--- src/rtl/frame_scheduler.sv ---
// Sender-side frame pacing: walks ROWS x COLS byte slots, strobes payload reads,
// stalls only on payload columns when the client FIFO runs dry.
module frame_scheduler #(
  parameter int ROWS        = 4,
  parameter int COLS        = 1041,
  parameter int OH_COLS     = 16,
  parameter int LVL_W       = 12,
  parameter int FILL_THRESH = 1024,
  localparam int ROW_W      = $clog2(ROWS),
  localparam int COL_W      = $clog2(COLS)
) (
  input  logic             i_clk,
  input  logic             i_rst_n,
  input  logic             i_en,
  input  logic             i_arq_en_cfg,
  input  logic             i_fifo_empty,
  input  logic [LVL_W-1:0] i_fifo_level,
  output logic             o_pyld_rd,
  output logic [ROW_W-1:0] o_row_cnt,
  output logic [COL_W-1:0] o_col_cnt,
  output logic             o_arq_en,
  output logic             o_frame_start,
  output logic             o_busy,
  output logic [15:0]      o_underrun_cnt
);

  // state | meaning
  // IDLE  | parked on a payload slot, waiting for enable and FIFO fill
  // RUN   | walking frame slots; stalls in place on payload underrun
  typedef enum logic {IDLE, RUN} state_t;

  localparam logic [COL_W-1:0] LAST_COL = COL_W'(COLS - 1);
  localparam logic [COL_W-1:0] PARK_COL = COL_W'(OH_COLS);
  localparam logic [ROW_W-1:0] LAST_ROW = ROW_W'(ROWS - 1);
  localparam logic [LVL_W-1:0] THRESH   = LVL_W'(FILL_THRESH);

  state_t           state;
  logic [ROW_W-1:0] r;
  logic [COL_W-1:0] c;
  logic             pyld_slot;
  logic             stall;
  logic             last_col;
  logic             frame_end;

  assign pyld_slot = (c >= PARK_COL) && (c < LAST_COL);
  assign stall     = (state == RUN) && pyld_slot && i_fifo_empty;
  assign last_col  = (c == LAST_COL);
  assign frame_end = last_col && (r == LAST_ROW);
  // FIFO returns data one cycle later, lining up with the registered position
  assign o_pyld_rd = (state == RUN) && pyld_slot && !i_fifo_empty;

  always_ff @(posedge i_clk or negedge i_rst_n) begin
    if (!i_rst_n) begin
      state          <= IDLE;
      r              <= '0;
      c              <= '0;
      o_row_cnt      <= '0;
      o_col_cnt      <= PARK_COL;
      o_arq_en       <= 1'b0;
      o_frame_start  <= 1'b0;
      o_busy         <= 1'b0;
      o_underrun_cnt <= '0;
    end else begin
      o_frame_start <= 1'b0;
      o_row_cnt     <= '0;
      o_col_cnt     <= PARK_COL;
      case (state)
        IDLE: begin
          if (i_en && (i_fifo_level >= THRESH)) begin
            state    <= RUN;
            o_busy   <= 1'b1;
            r        <= '0;
            c        <= '0;
            o_arq_en <= i_arq_en_cfg;
          end
        end
        RUN: begin
          o_row_cnt     <= r;
          o_col_cnt     <= c;
          // column 0 is overhead and can never be a stall repeat
          o_frame_start <= (r == '0) && (c == '0);
          if (stall) begin
            if (o_underrun_cnt != 16'hFFFF)
              o_underrun_cnt <= o_underrun_cnt + 16'd1;
          end else if (frame_end) begin
            r <= '0;
            c <= '0;
            if (i_en) begin
              o_arq_en <= i_arq_en_cfg;
            end else begin
              state  <= IDLE;
              o_busy <= 1'b0;
            end
          end else if (last_col) begin
            c <= '0;
            r <= r + 1'b1;
          end else begin
            c <= c + 1'b1;
          end
        end
        default: state <= IDLE;
      endcase
    end
  end

endmodule

--- config.mk ---
export PLATFORM = sky130hd
export DESIGN_NAME = frame_scheduler
export DESIGN_NICKNAME = d
export VERILOG_FILES = /design/src/rtl/frame_scheduler.sv
export SDC_FILE = /design/constraint.sdc
export NUM_CORES = 1
export LEC_CHECK = 0
export CAP_MARGIN = 20
export CORE_AREA = 2 2 66 83
export CTS_CLUSTER_DIAMETER = 200
export DETAILED_ROUTE_END_ITERATION = 10
export DIE_AREA = 0 0 68 85
export HOLD_SLACK_MARGIN = 0.02
export PLACE_DENSITY_LB_ADDON = 0.3
export SYNTH_ARGS = -nofsm -noshare
export SYNTH_HDL_FRONTEND = slang
export SYNTH_SLANG_ARGS = --single-unit
--- constraint.sdc ---
create_clock -name i_clk -period 1.85 [get_ports i_clk]
set_input_delay 0.37 -clock i_clk [delete_from_list [all_inputs] [get_ports i_clk]]
set_output_delay 0.37 -clock i_clk [all_outputs]
set_load 0.02 [all_outputs]
==> results.md <==
- Buffers inserted during clock tree synthesis total 5.
- The antenna diode count is 0.
- The signed area change from the synthesized netlist to the final layout is 44.0%.
- Across the VDD grid, the largest voltage drop is 0.000566 V.
- For this run, the number of Yosys warnings is 0.
- After Yosys synthesis, full adders, half adders and majority gates account for 2.89% of the synthesized area.
- Global routing consumed, over all layers together, 19.3% of the routing resources.
- The post-synthesis mux area share is 1.04%.
- For this run, the post-layout net count is 305.
- The initialized floorplan defines 29 standard-cell rows.
- The initial antenna violation count is 0.
- The start-to-end type of the worst setup path is reg2reg.
- The fraction of layout cells with a size suffix above 1 is between 20% and 30%.
- The number of hold buffers added after cts is 0.
- After detailed routing, the wire length on met1 is around 2000 microns.
- The total wirelength of the detailed-routed design is 4990 microns.
- The arrival time of the worst setup path is roughly 2.2 ns.
- For this design, the sink count on the clock tree is 46.
- The power density of the placed cells is 1240 nW/um^2.
- The smallest clock period supported by the final layout is computed as 1.99 ns.
- Signal routing reaches up to met4.
- The cell area after layout is approximately 3100 sq um.
- The routed design uses 2690 microns of met2 wire.
- The total number of vias is 1846.
- The worst reg-to-reg path cell count is 7.
- The die footprint is between 5000 and 6000 sq um.
- The largest individual stage delay along the critical path comes from the cell sky130_fd_sc_hd__or4_4.
- In this run the static leakage power is 0.00137 uW.
- The worst-case setup margin in the final layout is -0.139 ns.
- The register-to-register setup slack is -0.14 ns.
- The die width is 68 microns.
- Along the worst path, the maximum fanout reaches 8.
- The clock latency at the later pin of the worst-skew pair is about 0.30 ns.
- The number of slew-limit violations in the final report came to 0.
- The flow ran to the end, but the final reports show violations.
- The number of global-route vias before repair is 1851.
- The number of top-level design ports is 50.
- For the pin with the worst max-slew slack, the measured transition is 0.460 ns.
- The iteration count of the initial detailed-routing pass is 4.
- STA classifies the critical path startpoint as a register.
- The detailed-route DRC error count is 0.
- The cell type with the highest occurrence count on the critical path is sky130_fd_sc_hd__buf_6.
- The final setup violation count is 15.
- Detailed placement ended at an HPWL of ~3600 microns.
- The combinational family with the most area after synthesis is simple AND/OR/NAND/NOR gates.
- Setup repair after global routing could not meet its margin everywhere.
- For the final database, setup skew stands at 0.00943 ns.
- The synthesized netlist devotes 9.06% of its cell area to compound gates.
- The share of the clock period used by the worst path is 108%.
- The cell area that synthesis handed to floorplanning was 2170 sq um.
- The total negative slack for setup checks is -1.14 ns.
- The headroom to the max-slew limit is 69.3%.
- The post-detailed-route wirelength per cell is 14.4 microns.
- The worst hold path class is in2async.
- Leaving out fill and tap cells, the most frequent cell in the layout is sky130_fd_sc_hd__dfrtp_1.
- After detailed placement, the total cell area comes to 2870 sq um.
- Counting flops and latches in the post-synthesis netlist gives 46.
- The total length of routed met3 wires is 160 microns.
- Traced cell by cell, the critical path runs through buf_6, or4_4, o31ai_4, nand3b_4, buf_6, nand2b_4, o21ai_2.
- The congestion estimate from routability-driven global placement came to between 0.7 and 0.8.
- In this run, synthesis inferred 0 flip-flops with an integrated enable.
- The post-synthesis instance total is 207.
- The number of nets produced by synthesis is between 200 and 250.
- The height of the die is 85 microns.
- Buffers placed on the I/O ports in this run total 39.
- Of the total synthesized cell area, the portion taken by AND, OR, NAND and NOR gates is 24.6%.
- The cell sitting at the root of the clock tree is a sky130_fd_sc_hd__clkbuf_8.
- Summing the areas of all xor and xnor instances in the mapped netlist gives 7.27% of the synthesized area.
- Static timing analysis puts the maximum clock frequency at 0.503 GHz.
- For this configuration, the core starts out at a cell density of 43.3%.
- The distinct cell type count of the synthesized netlist is 41.
- The area of the placeable core is ~5000 sq um.
- The maximum number of pins on one net before global-route repair is 28.
- The global-route wire length before repair is 8460 microns.
- For the worst setup path, the data required time is between 2 and 2.5 ns.
- The post-synthesis area per instance is 10.5 sq um.
- The final cell count without fillers is 346.
- The worst setup path is captured at a register.
- Max-cap violations in this run came to 0.
- TritonCTS built the clock tree.
- In this run, placement finished with an instance count of around 330.
- The overflow left after global routing is 0.
- The final number of hold-violating endpoints came to 0.
- No sink is reached through more buffers than the 2 on the longest clock path.
- After clock tree synthesis, the clock-pin slew on the worst setup and hold paths is 0.09 ns.
- The proportion of synthesized chip area in sequential cells is 53.1%.
- The checks that failed: negative setup slack.
- After synthesis, the share of flip-flops with an asynchronous set or reset is 100%.
- CTS built an H-tree with a depth of 2.
- The detail route stage leaves a number of antenna-violating nets equal to 0.
- The delay of the slowest critical-path stage is between 0.5 and 0.6 ns.
- The most used flip-flop cell after synthesis is sky130_fd_sc_hd__dfrtp_1.
- The share of the core filled with cells in the final layout is 62.4%.
- The number of DRC violations after detailed-routing iteration 0 is 108.
- The top cell types in the final layout, fill and taps aside, are sky130_fd_sc_hd__dfrtp_1, sky130_fd_sc_hd__clkdlybuf4s50_1, sky130_fd_sc_hd__buf_4, sky130_fd_sc_hd__xnor2_1, sky130_fd_sc_hd__nand2_1.
- The worst setup slack after placement is -0.263 ns.
- After detailed routing, the number of vias per cell comes to 5.34.
cell type report:
| cell class | count | area (sq um) |
|---|---|---|
| flip-flops and latches | 46 | 1150 |
| multi-input cells | 150 | 1050 |
| inverters | 5 | 18.8 |
| well taps | 62 | 77.6 |
| clock inverters | 1 | 30.0 |
| fillers | 406 | 1880 |
| repair buffers | 75 | 704 |
| clock buffers | 7 | 86.3 |
sequential cells by signal, indices dropped and copies added, names as in the netlist:
register,flops
o_underrun_cnt,16
c,11
o_col_cnt,11
o_row_cnt,2
r,2
o_arq_en,1
o_busy,1
o_frame_start,1
state,1
worst paths after layout:
path | endpoint | from
setup reg to reg | c[6] | c[7]
hold / removal | o_underrun_cnt[6] | i_rst_n
max in group asynchronous | o_col_cnt[4] | i_rst_n
hold reg to reg | o_underrun_cnt[12] | o_underrun_cnt[12]
min in group i_clk | o_underrun_cnt[12] | o_underrun_cnt[12]
setup / recovery | c[6] | c[7]
cells by family (layout without fill, tap and decap cells):
| family | after synthesis | after routing |
|---|---|---|
| fa+ha+maj | 5 | 5 |
| compound gates | 30 | 30 |
| simple gates | 95 | 95 |
| mux | 2 | 2 |
| xor+xnor | 18 | 18 |
| buf+inv | 11 | 88 |
| flops | 46 | 46 |
through the flow:
| step | total power [uW] | hold slack (ns) |
|---|---|---|
| finish | 3870 | 0.00619 |
| global route | 4070 | 0.0279 |
| CTS | 3810 | 0.0213 |
| detailed placement | 2990 | 0.347 |
| global placement | 2940 | 0.344 |
| floorplan | 2210 | 0.0744 |
synthesized netlist by cell type (2+ instances only):
master | count | share of area (%)
sky130_fd_sc_hd__mux2_2 | 2 | 1.0
sky130_fd_sc_hd__clkbuf_1 | 4 | 0.69
sky130_fd_sc_hd__ha_1 | 5 | 2.9
sky130_fd_sc_hd__dfrtp_1 | 45 | 52
sky130_fd_sc_hd__o31ai_1 | 2 | 0.69
sky130_fd_sc_hd__and2_1 | 9 | 2.6
sky130_fd_sc_hd__o21a_1 | 2 | 0.69
sky130_fd_sc_hd__nor3_1 | 5 | 1.2
sky130_fd_sc_hd__a22o_1 | 2 | 0.81
sky130_fd_sc_hd__nand2_1 | 17 | 2.9
sky130_fd_sc_hd__and3_1 | 11 | 3.2
sky130_fd_sc_hd__inv_1 | 5 | 0.87
sky130_fd_sc_hd__xnor2_1 | 17 | 6.9
sky130_fd_sc_hd__nand4_1 | 9 | 2.6
sky130_fd_sc_hd__nor4_1 | 2 | 0.58
sky130_fd_sc_hd__nor2_1 | 14 | 2.4
sky130_fd_sc_hd__o21ai_1 | 2 | 0.46
sky130_fd_sc_hd__buf_2 | 2 | 0.46
sky130_fd_sc_hd__o21ai_0 | 15 | 3.5
sky130_fd_sc_hd__a21oi_1 | 2 | 0.46
sky130_fd_sc_hd__nand3_1 | 12 | 2.8
sky130_fd_sc_hd__nand2b_1 | 4 | 1.2
power by group:
group	internal, uW	switching [uW]	leakage, uW
Sequential	1250	159	0.000590
Combinational	822	865	0.000726
Clock	441	330	0.0000585
timing repair:
item,4_1_cts,5_1_grt
cloned,0,0
resized for setup,15,25
setup buffers,2,2
endpoints found under the setup margin,17,23
pin swaps,7,7
worst max-delay path, delay by kind of cell (launching register included):
kind,cells,cell delay (ns)
simple gates,3,0.88
buf+inv,2,0.27
flops,1,0.42
compound gates,2,0.31
routing by layer:
| layer | vias up | track usage [%] |
|---|---|---|
| met5 | - | 0 |
| met4 | 0 | 8.91 |
| met3 | 12 | 3.32 |
| met2 | 44 | 34.3 |
| met1 | 910 | 21.7 |
| li1 | 880 | - |
No activity file was read; power rests on OpenSTA's default activity.
